`config.mk`:
```
export PLATFORM = sky130hd
export DESIGN_NAME = forth_stack_engine
export DESIGN_NICKNAME = d
export VERILOG_FILES = /design/src/rtl/forth_stack_engine.sv
export SDC_FILE = /design/constraint.sdc
export NUM_CORES = 1
export LEC_CHECK = 0
export CAP_MARGIN = 5
export CELL_PAD_IN_SITES_DETAIL_PLACEMENT = 0
export CELL_PAD_IN_SITES_GLOBAL_PLACEMENT = 2
export CORE_MARGIN = 2
export CORE_UTILIZATION = 49
export DETAILED_ROUTE_END_ITERATION = 16
export PLACE_DENSITY_LB_ADDON = 0.08
export SYNTH_ARGS = -nofsm -noshare
export SYNTH_HDL_FRONTEND = slang
export SYNTH_SLANG_ARGS = --single-unit
```
`constraint.sdc`:
```
create_clock -name clk -period 8.9 [get_ports clk]
set_input_delay 2.67 -clock clk [delete_from_list [all_inputs] [get_ports clk]]
set_output_delay 2.67 -clock clk [all_outputs]
set_load 0.01 [all_outputs]
```
`src/rtl/forth_stack_engine.sv`:
```
// Forth data/return stack engine: TOS/NOS cached in registers, deeper entries in a
// synchronous RAM, with depth tracking, sticky error flags and a multi-cycle refill/PICK path.
module forth_stack_engine #(
   parameter int WIDTH      = 16,
   parameter int DEPTH_BITS = 6
) (
   input  logic                  clk,
   input  logic                  reset,
   input  logic                  op_valid,
   output logic                  op_ready,
   input  logic [3:0]            op,
   input  logic [WIDTH-1:0]      op_data,
   output logic [WIDTH-1:0]      tos,
   output logic [WIDTH-1:0]      nos,
   output logic [DEPTH_BITS+1:0] depth,
   output logic                  overflow,
   output logic                  underflow,
   output logic                  illegal,
   input  logic                  error_clear
);

   localparam int DW    = DEPTH_BITS + 2;
   localparam int AW    = DEPTH_BITS;
   localparam int WORDS = 1 << DEPTH_BITS;
   localparam logic [DW-1:0] CAP = DW'(WORDS + 2);

   localparam logic [3:0] OP_NOP       = 4'd0;
   localparam logic [3:0] OP_PUSH      = 4'd1;
   localparam logic [3:0] OP_DROP      = 4'd2;
   localparam logic [3:0] OP_DUP       = 4'd3;
   localparam logic [3:0] OP_SWAP      = 4'd4;
   localparam logic [3:0] OP_OVER      = 4'd5;
   localparam logic [3:0] OP_ROT       = 4'd6;
   localparam logic [3:0] OP_REPLACE   = 4'd7;
   localparam logic [3:0] OP_POP2_PUSH = 4'd8;
   localparam logic [3:0] OP_PICK      = 4'd9;
   localparam logic [3:0] OP_CLEAR     = 4'd10;

   typedef enum logic [1:0] {
      ST_IDLE    = 2'd0,
      ST_REFILL  = 2'd1,
      ST_PICK_RD = 2'd2
   } state_t;

   // Valid/ready: an op transfers on a posedge where op_valid && op_ready; while
   // op_ready is low the requester holds op/op_data stable and op_valid is ignored.

   state_t           state_q, state_d;
   logic [WIDTH-1:0] tos_q, tos_d;
   logic [WIDTH-1:0] nos_q, nos_d;
   logic [DW-1:0]    depth_q, depth_d;
   logic             rot_q, rot_d;
   logic             ovf_q, unf_q, ill_q;
   logic             ovf_set, unf_set, ill_set;

   logic [WIDTH-1:0] mem [WORDS];
   logic [WIDTH-1:0] ram_rdata;
   logic             ram_we;
   logic [AW-1:0]    ram_waddr, ram_raddr;
   logic [WIDTH-1:0] ram_wdata;

   logic             accept, grows, fail;
   logic [DW:0]      need_k;
   logic [DW-1:0]    pick_n;
   logic [DW:0]      pick_k;
   logic [DW-1:0]    depth_m2, depth_m3, pick_addr;

   assign op_ready = (state_q == ST_IDLE);
   assign accept   = op_valid && op_ready;
   assign pick_n   = op_data[DW-1:0];
   assign pick_k   = {1'b0, pick_n} + (DW+1)'(1);
   // RAM holds depth-2 entries; its top word sits at depth-3, the next spill slot at depth-2.
   assign depth_m2  = depth_q - DW'(2);
   assign depth_m3  = depth_q - DW'(3);
   assign pick_addr = depth_q - DW'(1) - pick_n;

   always_comb begin
      need_k  = '0;
      grows   = 1'b0;
      ill_set = 1'b0;
      case (op)
         OP_NOP:       need_k = '0;
         OP_PUSH:      grows  = 1'b1;
         OP_DROP:      need_k = (DW+1)'(1);
         OP_DUP:       begin need_k = (DW+1)'(1); grows = 1'b1; end
         OP_SWAP:      need_k = (DW+1)'(2);
         OP_OVER:      begin need_k = (DW+1)'(2); grows = 1'b1; end
         OP_ROT:       need_k = (DW+1)'(3);
         OP_REPLACE:   need_k = (DW+1)'(1);
         OP_POP2_PUSH: need_k = (DW+1)'(2);
         OP_PICK:      begin need_k = pick_k; grows = 1'b1; end
         OP_CLEAR:     need_k = '0;
         default:      ill_set = accept;
      endcase
      unf_set = accept && ({1'b0, depth_q} < need_k);
      ovf_set = accept && grows && (depth_q == CAP);
      fail    = unf_set || ovf_set || ill_set;
   end

   always_comb begin
      state_d   = state_q;
      tos_d     = tos_q;
      nos_d     = nos_q;
      depth_d   = depth_q;
      rot_d     = rot_q;
      ram_we    = 1'b0;
      ram_waddr = depth_m2[AW-1:0];
      ram_wdata = nos_q;
      ram_raddr = depth_m3[AW-1:0];
      case (state_q)
         ST_IDLE: begin
            if (accept && !fail) begin
               // Growing ops (except the RAM-reading PICK) spill NOS into the next free slot.
               if (grows && (depth_q >= DW'(2)) && !(op == OP_PICK && pick_n >= DW'(2)))
                  ram_we = 1'b1;
               case (op)
                  OP_PUSH: begin
                     nos_d   = tos_q;
                     tos_d   = op_data;
                     depth_d = depth_q + DW'(1);
                  end
                  OP_DUP: begin
                     nos_d   = tos_q;
                     depth_d = depth_q + DW'(1);
                  end
                  OP_OVER: begin
                     nos_d   = tos_q;
                     tos_d   = nos_q;
                     depth_d = depth_q + DW'(1);
                  end
                  OP_PICK: begin
                     if (pick_n == DW'(0)) begin
                        nos_d   = tos_q;
                        depth_d = depth_q + DW'(1);
                     end else if (pick_n == DW'(1)) begin
                        nos_d   = tos_q;
                        tos_d   = nos_q;
                        depth_d = depth_q + DW'(1);
                     end else begin
                        ram_raddr = pick_addr[AW-1:0];
                        state_d   = ST_PICK_RD;
                     end
                  end
                  OP_SWAP: begin
                     tos_d = nos_q;
                     nos_d = tos_q;
                  end
                  OP_DROP, OP_POP2_PUSH: begin
                     tos_d   = (op == OP_DROP) ? nos_q : op_data;
                     depth_d = depth_q - DW'(1);
                     if (depth_q >= DW'(3)) begin
                        rot_d   = 1'b0;
                        state_d = ST_REFILL;
                     end
                  end
                  OP_ROT: begin
                     rot_d   = 1'b1;
                     state_d = ST_REFILL;
                  end
                  OP_REPLACE: tos_d   = op_data;
                  OP_CLEAR:   depth_d = '0;
                  default: ;
               endcase
            end
         end
         ST_REFILL: begin
            state_d = ST_IDLE;
            if (rot_q) begin
               // ( a b c -- b c a ): a comes up from RAM, b takes its slot.
               ram_we    = 1'b1;
               ram_waddr = depth_m3[AW-1:0];
               tos_d     = ram_rdata;
               nos_d     = tos_q;
            end else begin
               nos_d = ram_rdata;
            end
         end
         ST_PICK_RD: begin
            state_d = ST_IDLE;
            ram_we  = 1'b1;
            tos_d   = ram_rdata;
            nos_d   = tos_q;
            depth_d = depth_q + DW'(1);
         end
         default: state_d = ST_IDLE;
      endcase
   end

   always_ff @(posedge clk) begin
      if (reset) begin
         state_q <= ST_IDLE;
         tos_q   <= '0;
         nos_q   <= '0;
         depth_q <= '0;
         rot_q   <= 1'b0;
         ovf_q   <= 1'b0;
         unf_q   <= 1'b0;
         ill_q   <= 1'b0;
      end else begin
         state_q <= state_d;
         tos_q   <= tos_d;
         nos_q   <= nos_d;
         depth_q <= depth_d;
         rot_q   <= rot_d;
         // A fresh error beats a simultaneous clear.
         ovf_q   <= (ovf_q && !error_clear) || ovf_set;
         unf_q   <= (unf_q && !error_clear) || unf_set;
         ill_q   <= (ill_q && !error_clear) || ill_set;
      end
   end

   always_ff @(posedge clk) begin
      if (ram_we)
         mem[ram_waddr] <= ram_wdata;
      ram_rdata <= mem[ram_raddr];
   end

   assign tos       = (depth_q == '0) ? '0 : tos_q;
   assign nos       = (depth_q < DW'(2)) ? '0 : nos_q;
   assign depth     = depth_q;
   assign overflow  = ovf_q;
   assign underflow = unf_q;
   assign illegal   = ill_q;

endmodule

```
==> impl_metrics.toml <==
[timing]
slew_headroom = 0.230
rsz0062_at_grt = "no"
fmax_mhz = 132
worst_pin_slew_ps = 1150
setup_viol = 0
hold_viol = 0
fin_skew_ps = 25.3
slew_violations = 0
layout_worst_path_cycle_share = 0.850
min_period_ps = 7570
fin_setup_tns_ps = 0

[worst_setup_path]
crit_path_max_incr_delay_ps = 740
setup.worst_path.class = "input pin to register"
cp_max_fo = 178
cp-end-kind = "register"
crit_slowest_cell = "a31oi_1"
critPathArrivalTime_ps = 8200
cp.required_ps = 9540
start_kind = "input pin"
path_cells = "clkdlybuf4s50_1 -> and4bb_1 -> nand2_1 -> ha_1 -> nand3_1 -> a311o_1 -> a211o_1 -> a21oi_4 -> buf_12 -> buf_4 -> nand3_1 -> a211oi_1 -> a211oi_1 -> a31oi_1 -> a311o_1"

[floorplanning]
initial_utilization = 0.494
die_w_um = 308
dieArea_um2 = 94900
boundaryPins = 68
die_h_um = 308
core_um2 = 91700
std_cell_rows = 111

[yosys]
synth_top_cell_area_share = 0.679
synthCells = 3229
synth_area_leaders = "edfxtp_1 68%, mux2i_1 4.5%, dfxtp_1 2.7%"
synthArstFlopShare = 0
ys_seq_area_frac = 0.706
synth_most_common_cell = "edfxtp_1"
synth_top_area_cell = "edfxtp_1"
ys.warnings.count = 0
syn_area_per_cell_um2 = 14.0
synth_commonest_cells = "1024 x edfxtp_1, 320 x nand2_1, 202 x mux2i_1"
syn-num-nets = 3282
synth_cell_types = 76
synth_edf_count = 1024
synth-main-ff-cell = "edfxtp_1"
ys_ff_latch = 1086
syn_area_um2 = 45300

[clock_tree]
cts_inserted_buffers = 111
post_cts_resized = 0
cts_sinks = 1086
cts_setup_buffers = 0
cts_tree = "built"
cts_hold_buf = 0
cts_max_level = 3
cts_root_buf = "clkbuf_16"
clk_pin_slew_ps = 60
cts_buffer_depth = 3
clock_latency_ps = 710

[routing]
wl_per_cell_um = 29.6
drtAntennaViolNets = 0
drtPass1Iterations = 5
viasPerCell = 6.37
wirelength_um = 137000
drc = 0
num_vias = 29507
drt_iter0_markers = 3947

[global_route]
grt_max_degree = 179
grt_pass1_vias = 28268
use_met2 = 0.449
track_usage = 0.289
grt_pass1_wl_um = 200000
antenna_found_initial = 3
met1_usage = 0.424
grt_use_met3 = 0.0330
overflow = 0
grt-busiest-layer = "met2"

[pwr]
design_power_total_mw = 12.2
power.density_nw_per_um2 = 235
irDropWorstVdd_mv = 0.153
leakagePower_nw = 16.9

[min_path]
hold_class = "register to register"

[placed_design]
hpwl_um = 81800
io_buffers = 67
routabilityCongestion = 0.877

[run_status]
outcome = "finished, final reports clean"

[cells_and_area]
area_growth_pct = 14.0
final_layout_size_suffix_gt1_frac = 0.115
layout.nets = 3405

[job]
maxCapViolCount = 0
==> power by group <==
group / total (mW) / switching (mW) / leakage (nW) / internal (mW)
clock network: 4.48 / 1.97 / 1.71 / 2.51
registers: 5.86 / 0.143 / 9.96 / 5.72
logic: 1.82 / 1.26 / 5.24 / 0.565
total: 12.2 / 3.37 / 16.9 / 8.79
==> area by class of cell <==
| class | count | area (um^2) |
|---|---|---|
| antenna | 1 | 2.50 |
| clock buffer | 131 | 2880 |
| tap | 1186 | 1480 |
| fill | 7397 | 40000 |
| multi-input combinational | 1877 | 12300 |
| timing repair buffer | 254 | 2280 |
| sequential | 1086 | 32000 |
| clock inverter | 77 | 597 |
| inverter | 22 | 82.6 |
==> cell usage in the layout (no fill, tap or decap), types with 16 or more instances in the layout <==
cell type	netlist	final
a211oi_1	160	160
nor2_1	125	125
a21oi_1	131	130
nand2_1	320	320
and3_1	67	67
edfxtp_1	1024	1024
o21ai_0	177	177
nand3_1	159	159
a211o_1	19	19
clkinv_2	0	26
nor3_1	30	30
and2_1	19	18
dfxtp_2	0	16
xnor2_1	16	16
a32o_1	19	19
or4_1	19	19
clkbuf_16	0	111
clkbuf_1	144	17
a31oi_1	46	44
ha_1	28	28
nor2b_1	23	22
a311oi_1	54	54
buf_4	8	170
dfxtp_1	62	46
buf_12	0	17
a311o_1	17	17
inv_1	21	21
a221o_1	70	70
clkinv_1	0	34
mux2i_1	202	198
clkdlybuf4s50_1	0	66
o221ai_1	16	16
a32oi_1	52	52
==> layer usage <==
layer | vias to the layer above | share of wire
met5 | - | 0.000095
met4 | 2 | 0.035
met3 | 196 | 0.066
met2 | 1183 | 0.46
met1 | 15138 | 0.44
li1 | 12988 | -
==> sequential cells by signal, summed over array words and instances, names as in the netlist <==
name       count
depth          8
illegal        1
mem         1024
nos_q         16
overflow       1
ram_rdata     16
rot_q          1
state_q        2
tos_q         16
underflow      1
==> cells by family after synthesis <==
logic type,Yosys count,share of synthesized area
AND/OR/NAND/NOR,797,0.0815
buffers and inverters,266,0.0252
XOR/XNOR,26,0.00502
flip-flops,1086,0.706
AO/OA/AOI/OAI,821,0.129
multiplexers,203,0.0449
adder cells (fa/ha/maj),30,0.00839
==> final timing paths <==
kind                   from      endpoint  slack [ps]  cells past startpoint
hold / removal    underflow     underflow         470                      2
hold reg to reg   underflow     underflow         470                      2
setup reg to reg   depth[0]  ram_rdata[0]        3720                     13
setup / recovery      op[2]  ram_rdata[5]        1330                     15
==> per-stage QoR <==
stage | worst slack, ps | std cells | hold slack, ps | util | area (um^2)
global placement | 675 | 4425 | 457 | 0.526 | 48200
CTS | 1340 | 4633 | 474 | 0.564 | 51700
floorplan | 2460 | 3229 | 477 | - | 45300
detailed placement | 632 | 4425 | 464 | 0.526 | 48200
global route | 924 | 4633 | 485 | 0.564 | 51700
finish | 1330 | 4634 | 473 | 0.564 | 51700
==> worst max-delay path, delay by kind of cell <==
kind / cells / cell delay (ps)
simple gates: 4 / 980
compound gates: 7 / 2370
buf+inv: 3 / 1750
fa+ha+maj: 1 / 320
Power figures use the tool's default switching activity.
